[src/rtl/pc_pkg.sv]
// Shared types and constants for the PC / fetch-sequencing stage.
package pc_pkg;

  localparam int unsigned PC_W        = 32;
  localparam int unsigned PC_STEP     = 4;
  localparam int unsigned BR_OFFSET_W = 16;
  localparam int unsigned J_TARGET_W  = 26;

  localparam logic [PC_W-1:0] RESET_PC   = 32'h0000_0000;
  localparam int unsigned     IMEM_WORDS = 30;
  localparam logic [PC_W-1:0] EXIT_ADDR  = 32'h0000_007C;

  typedef enum logic [1:0] {
    RUN   = 2'd0,
    HALT  = 2'd1,
    FAULT = 2'd2
  } pc_state_e;

  // First byte address past the end of instruction memory.
  function automatic logic [PC_W-1:0] imem_limit();
    return PC_W'(IMEM_WORDS * PC_STEP);
  endfunction

endpackage

[src/rtl/pc_fetch_if.sv]
// Fetch-stage bus: decoded control/fields in, PC and status out.
interface pc_fetch_if;
  import pc_pkg::*;

  logic                   stall;
  logic                   Branch;
  logic                   Zero;
  logic                   Jump;
  logic [J_TARGET_W-1:0]  I250;
  logic [BR_OFFSET_W-1:0] I150;
  logic [PC_W-1:0]        Raddr;
  logic [PC_W-1:0]        pc_plus4;
  logic                   halted;
  logic [PC_W-1:0]        retired;
  logic                   bound_err;

  modport master (
    output stall, Branch, Zero, Jump, I250, I150,
    input  Raddr, pc_plus4, halted, retired, bound_err
  );

  modport slave (
    input  stall, Branch, Zero, Jump, I250, I150,
    output Raddr, pc_plus4, halted, retired, bound_err
  );
endinterface

[src/rtl/pc_next_calc.sv]
// Combinational next-PC select: jump target, taken branch, or sequential.
module pc_next_calc
  import pc_pkg::*;
(
  input  logic [PC_W-1:0]        raddr,
  input  logic                   branch,
  input  logic                   zero,
  input  logic                   jump,
  input  logic [J_TARGET_W-1:0]  i250,
  input  logic [BR_OFFSET_W-1:0] i150,
  output logic [PC_W-1:0]        next_pc,
  output logic [PC_W-1:0]        pc_plus4
);

  logic [PC_W-1:0] br_off;
  logic [PC_W-1:0] br_target;
  logic [PC_W-1:0] j_target;

  always_comb begin
    pc_plus4  = raddr + PC_W'(PC_STEP);
    // Word-granular signed offset scaled to bytes.
    br_off    = {{(PC_W-BR_OFFSET_W-2){i150[BR_OFFSET_W-1]}}, i150, 2'b00};
    br_target = pc_plus4 + br_off;
    j_target  = {pc_plus4[PC_W-1:PC_W-4], i250, 2'b00};

    next_pc = pc_plus4;
    if (jump) begin
      next_pc = j_target;
    end else if (branch && zero) begin
      next_pc = br_target;
    end
  end

endmodule

[src/rtl/pc_fetch.sv]
// Registered PC, fetch sequencing, exit-address halt and retire counter.
// Optional out-of-range fetch trap enabled by defining PC_BOUND_CHECK_EN.
module pc_fetch
  import pc_pkg::*;
(
  input  logic       clk,
  input  logic       rst,
  pc_fetch_if.slave  bus
);

  pc_state_e       state_q, state_d;
  logic [PC_W-1:0] pc_q, pc_d;
  logic [PC_W-1:0] retired_q, retired_d;
  logic            halted_q, halted_d;
  logic [PC_W-1:0] next_pc;
  logic [PC_W-1:0] pc_plus4;

  pc_next_calc u_next (
    .raddr    (pc_q),
    .branch   (bus.Branch),
    .zero     (bus.Zero),
    .jump     (bus.Jump),
    .i250     (bus.I250),
    .i150     (bus.I150),
    .next_pc  (next_pc),
    .pc_plus4 (pc_plus4)
  );

`ifdef PC_BOUND_CHECK_EN
  logic bound_err_q, bound_err_d;
  logic out_of_range;

  assign out_of_range = (next_pc >= imem_limit());
`endif

  always_comb begin
    state_d   = state_q;
    pc_d      = pc_q;
    retired_d = retired_q;
    halted_d  = halted_q;
`ifdef PC_BOUND_CHECK_EN
    bound_err_d = bound_err_q;
`endif

    case (state_q)
      RUN: begin
        if (!bus.stall) begin
          if (next_pc == EXIT_ADDR) begin
            pc_d      = next_pc;
            retired_d = retired_q + PC_W'(1);
            halted_d  = 1'b1;
            state_d   = HALT;
`ifdef PC_BOUND_CHECK_EN
          end else if (out_of_range) begin
            // Trap before loading a PC that would fetch outside memory.
            bound_err_d = 1'b1;
            halted_d    = 1'b1;
            state_d     = FAULT;
`endif
          end else begin
            pc_d      = next_pc;
            retired_d = retired_q + PC_W'(1);
          end
        end
      end
      HALT, FAULT: begin
        state_d = state_q;
      end
      default: begin
        state_d = RUN;
      end
    endcase
  end

  always_ff @(posedge clk) begin
    if (rst) begin
      state_q   <= RUN;
      pc_q      <= RESET_PC;
      retired_q <= '0;
      halted_q  <= 1'b0;
`ifdef PC_BOUND_CHECK_EN
      bound_err_q <= 1'b0;
`endif
    end else begin
      state_q   <= state_d;
      pc_q      <= pc_d;
      retired_q <= retired_d;
      halted_q  <= halted_d;
`ifdef PC_BOUND_CHECK_EN
      bound_err_q <= bound_err_d;
`endif
    end
  end

  assign bus.Raddr    = pc_q;
  assign bus.pc_plus4 = pc_plus4;
  assign bus.retired  = retired_q;
  assign bus.halted   = halted_q;
`ifdef PC_BOUND_CHECK_EN
  assign bus.bound_err = bound_err_q;
`else
  assign bus.bound_err = 1'b0;
`endif

endmodule
[src/flat_wrapper.sv]
// flat-port wrapper written by rule: the top's interface ports become plain ports
module pc_fetch_flat import pc_pkg::*;
  (clk, rst, bus_stall, bus_Branch, bus_Zero, bus_Jump, bus_I250, bus_I150, bus_Raddr, bus_pc_plus4, bus_halted, bus_retired, bus_bound_err);
  pc_fetch_if bus_i ();
  input  logic clk;
  input  logic rst;
  input wire logic [$bits(bus_i.stall)-1:0] bus_stall;
  input wire logic [$bits(bus_i.Branch)-1:0] bus_Branch;
  input wire logic [$bits(bus_i.Zero)-1:0] bus_Zero;
  input wire logic [$bits(bus_i.Jump)-1:0] bus_Jump;
  input wire logic [$bits(bus_i.I250)-1:0] bus_I250;
  input wire logic [$bits(bus_i.I150)-1:0] bus_I150;
  output wire logic [$bits(bus_i.Raddr)-1:0] bus_Raddr;
  output wire logic [$bits(bus_i.pc_plus4)-1:0] bus_pc_plus4;
  output wire logic [$bits(bus_i.halted)-1:0] bus_halted;
  output wire logic [$bits(bus_i.retired)-1:0] bus_retired;
  output wire logic [$bits(bus_i.bound_err)-1:0] bus_bound_err;
  assign bus_i.stall = bus_stall;
  assign bus_i.Branch = bus_Branch;
  assign bus_i.Zero = bus_Zero;
  assign bus_i.Jump = bus_Jump;
  assign bus_i.I250 = bus_I250;
  assign bus_i.I150 = bus_I150;
  assign bus_Raddr = bus_i.Raddr;
  assign bus_pc_plus4 = bus_i.pc_plus4;
  assign bus_halted = bus_i.halted;
  assign bus_retired = bus_i.retired;
  assign bus_bound_err = bus_i.bound_err;
  pc_fetch u_core (.clk(clk), .rst(rst), .bus(bus_i));
endmodule
[config.mk]
export PLATFORM = sky130hd
export DESIGN_NAME = pc_fetch_flat
export DESIGN_NICKNAME = d
export VERILOG_FILES = /design/src/rtl/pc_pkg.sv /design/src/rtl/pc_fetch_if.sv /design/src/rtl/pc_next_calc.sv /design/src/rtl/pc_fetch.sv /design/src/flat_wrapper.sv
export SDC_FILE = /design/constraint.sdc
export NUM_CORES = 1
export LEC_CHECK = 0
export CAP_MARGIN = 20
export CORE_AREA = 10 10 114 116
export DETAILED_ROUTE_END_ITERATION = 7
export DIE_AREA = 0 0 124 126
export PLACE_DENSITY = 0.87
export SLEW_MARGIN = 20
export SYNTH_ARGS = -nofsm -noshare
export SYNTH_HDL_FRONTEND = slang
export SYNTH_SLANG_ARGS = --single-unit
[constraint.sdc]
create_clock -name clk -period 7.2 [get_ports clk]
set_input_delay 1.44 -clock clk [delete_from_list [all_inputs] [get_ports clk]]
set_output_delay 1.44 -clock clk [all_outputs]
set_load 0.01 [all_outputs]
==> flow_summary.json <==
{
  "ios": 146,
  "antenna_cells": 0,
  "cpPeakStageDelay_ns": 0.83,
  "yosysSeqAreaShare_pct": 22.76,
  "required_ns": 7.46,
  "critPathTopFamily": "simple AND/OR/NAND/NOR gates",
  "p_comb_share_pct": 34.0,
  "grt-ovfl-total": 0,
  "grt_max_degree": 66,
  "place_worst_setup_slack_ns": 1.846,
  "start_util_pct": 54.27,
  "cts_tree": "yes",
  "ys_types": 72,
  "p_total_mw": 1.099,
  "clkTransAtPathRegs_ns": 0.08,
  "max-cap-violations": 0,
  "synth_warnings": 0,
  "power.leakage_nw": 2.839,
  "fin_crit_sh_pct": 72.12,
  "multi_input_area_um2": 4234,
  "finalCriticalPeriod_ns": 5.193,
  "ant_nets": 0,
  "stdcell_area_um2": 7493,
  "syn_inst": 805,
  "fp-row-count": 38,
  "finalSetupViolations": 0,
  "power_per_cell_area_nw_per_um2": 146.7,
  "die_x_um": 124,
  "status": "finished, final reports clean",
  "timing.slew.headroom_pct": 36.52,
  "clockRootBuffer": "clkbuf_8",
  "synthTopCellsByArea": "dfxtp_1 23%, ha_1 8.2%, a21oi_1 7.4%",
  "nets": 1015,
  "clk_path_buf_depth": 2,
  "place_area_um2": 7291,
  "wire_per_inst_um": 20.27,
  "holdBufCountCts": 0,
  "max_freq_mhz": 192.6,
  "setup_ws_ns": 2.007,
  "crit_chain": "ha_1 -> nand4_2 -> nor4_1 -> nand2_1 -> xnor2_1 -> ha_1 -> a21oi_1 -> o211ai_1 -> a21oi_1 -> o211a_1 -> o311a_1 -> nor3_1 -> a2111oi_0 -> nand4_1 -> or4_1 -> o21ai_0",
  "fillers": 922,
  "power.net_switching_uw": 392.6,
  "cp-end-kind": "register",
  "final_core_util_pct": 70.05,
  "cell_internal_pwr_uw": 706.9,
  "yosysMostFrequentCell": "nand2_1",
  "synth_top_area_share_pct": 22.76,
  "synth.avg_cell_area_um2": 7.212,
  "clock_latency_ns": 0.35,
  "hold_path_class": "register to register",
  "syn_nets": 892,
  "core_region_area_um2": 10700,
  "worst_hold_slack_ns": 0.4851,
  "critical_path.max_fanout": 8,
  "peakVddDrop_mv": 0.1866,
  "switching_share_pct": 35.71,
  "cts_buffers": 9,
  "fin_skew_ns": 0.01589,
  "synth_top_area_cell": "dfxtp_1",
  "regArea_um2": 1321,
  "synth_commonest_cells": "104 x nand2_1, 86 x a21oi_1, 83 x nor2_1",
  "post_cts_buffers": 0,
  "dp.cells": 1057,
  "critPathLaunchType": "register",
  "crit_type": "register to register",
  "vias": 6727,
  "worst_ep_arrival_time_ns": 5.45,
  "dieArea_um2": 15620,
  "drive_gt1_share_pct": 3.966,
  "grt_pass1_wl_mm": 33.75,
  "io_buffers": 144,
  "fin_tns_setup_ns": 0,
  "htree_levels": 3,
  "drv_slew": 0,
  "avgViaCountPerCell": 6.269,
  "worst_pin_slew_ns": 0.9492,
  "ctsResizeCount": 0,
  "slowest_stage": "nor4_1",
  "grt_pass1_vias": 6192,
  "rsz0062_at_grt": "no",
  "synth_ff_type": "dfxtp_1",
  "antenna_found_initial": 0,
  "die_h_um": 126,
  "area_delta_synth_final_pct": 29.07,
  "drt_iter0_markers": 953,
  "fin_cells": 1073,
  "firstDrtPassIters": 7,
  "async_flop_share_pct": 0,
  "drt_wl_total_mm": 21.75,
  "hpwlAfterDp_mm": 16.84,
  "power_frac_seq_pct": 36.5,
  "gp_congestion": 0.9955,
  "cts_sinks": 66,
  "crit_buf_inv": 0,
  "ys_ff_latch": 66,
  "synth_edf_count": 0,
  "pwr-share-clk_pct": 29.5,
  "grt_usage_pct": 26.46,
  "drc": 0,
  "synthesis.area_um2": 5806,
  "finalHoldViolCount": 0
}
-- flip-flops by register name, summed over array words and instances (netlist names) --
| name | flops |
|---|---|
| u_core.bus.Raddr | 32 |
| u_core.bus.halted | 1 |
| u_core.bus.retired | 32 |
| u_core.state_q | 1 |
-- cells in the final DEF, fill, tap and decap left out, drive strengths merged, types with 7 or more instances in the layout --
| cell type | instances |
|---|---|
| nor3 | 20 |
| nand2 | 104 |
| a21oi | 86 |
| clkdlybuf4s50 | 143 |
| ha | 38 |
| o211ai | 9 |
| xor2 | 30 |
| a31oi | 7 |
| buf | 7 |
| xnor2 | 34 |
| a21o | 13 |
| and2 | 11 |
| and4 | 8 |
| or3 | 12 |
| nand2b | 8 |
| nand3 | 41 |
| nor4 | 10 |
| and3 | 17 |
| inv | 21 |
| nor2 | 83 |
| o22ai | 7 |
| dfxtp | 66 |
| nand4 | 30 |
| o21ai | 31 |
| clkbuf | 10 |
-- metal layers --
layer | part of all wire (%) | track usage (%) | up-vias
met5 | 0 | 0 | -
met4 | 1.6 | 4.472 | 0
met3 | 11 | 6.568 | 38
met2 | 46 | 42.50 | 365
met1 | 42 | 35.32 | 3128
li1 | - | - | 3196
-- power groups by stage --
stage	Sequential, mW	Clock (mW)	Combinational [mW]
2_1_floorplan	0.408	0	0.216
3_5_place_dp	0.409	0	0.363
4_1_cts	0.400	0.323	0.365
3_3_place_gp	0.408	0	0.364
6_report	0.402	0.324	0.374
5_1_grt	0.403	0.339	0.402
-- layout make-up --
cell class / instances / share of cell area, %
clock buffer: 10 / 1.837
clock inverter: 6 / 0.8683
timing repair buffer: 150 / 19.77
sequential: 66 / 17.63
tap: 140 / 2.338
inverter: 21 / 1.052
multi-input combinational: 680 / 56.50
-- worst reg2reg max path: cells and delay by family (launching register included) --
kind / cells / cell delay (ns)
compound gates: 7 / 1.61
xor+xnor: 1 / 0.43
flops: 1 / 0.48
simple gates: 6 / 1.86
fa+ha+maj: 2 / 0.73
-- kinds of logic (layout without fill, tap and decap cells) --
family / count (synthesis) / count (layout) / share of synthesized area [%]
and+or+nand+nor: 360 / 360 / 30.58
AOI/OAI and AO/OA: 213 / 213 / 23.53
DFF: 66 / 66 / 22.76
xor gates and xnor gates: 64 / 64 / 9.655
buffers and inverters: 59 / 187 / 4.353
adders and majority gates: 39 / 39 / 8.535
muxes: 3 / 3 / 0.5173
other: 1 / 1 / 0.06459
-- final timing paths --
| kind | startpoint | end | slack [ns] | cells past startpoint |
|---|---|---|---|---|
| setup / recovery | u_core.bus.Raddr[2]$_SDFFE_PP0P_ | u_core.state_q[0]$_SDFFE_PP0P_ | 2.01 | 16 |
| hold / removal | u_core.bus.Raddr[31]$_SDFFE_PP0P_ | u_core.bus.Raddr[31]$_SDFFE_PP0P_ | 0.49 | 2 |
| setup reg to reg | u_core.bus.Raddr[2]$_SDFFE_PP0P_ | u_core.state_q[0]$_SDFFE_PP0P_ | 2.01 | 16 |
| hold reg to reg | u_core.bus.Raddr[31]$_SDFFE_PP0P_ | u_core.bus.Raddr[31]$_SDFFE_PP0P_ | 0.49 | 2 |
No activity file was read; power rests on OpenSTA's default activity.
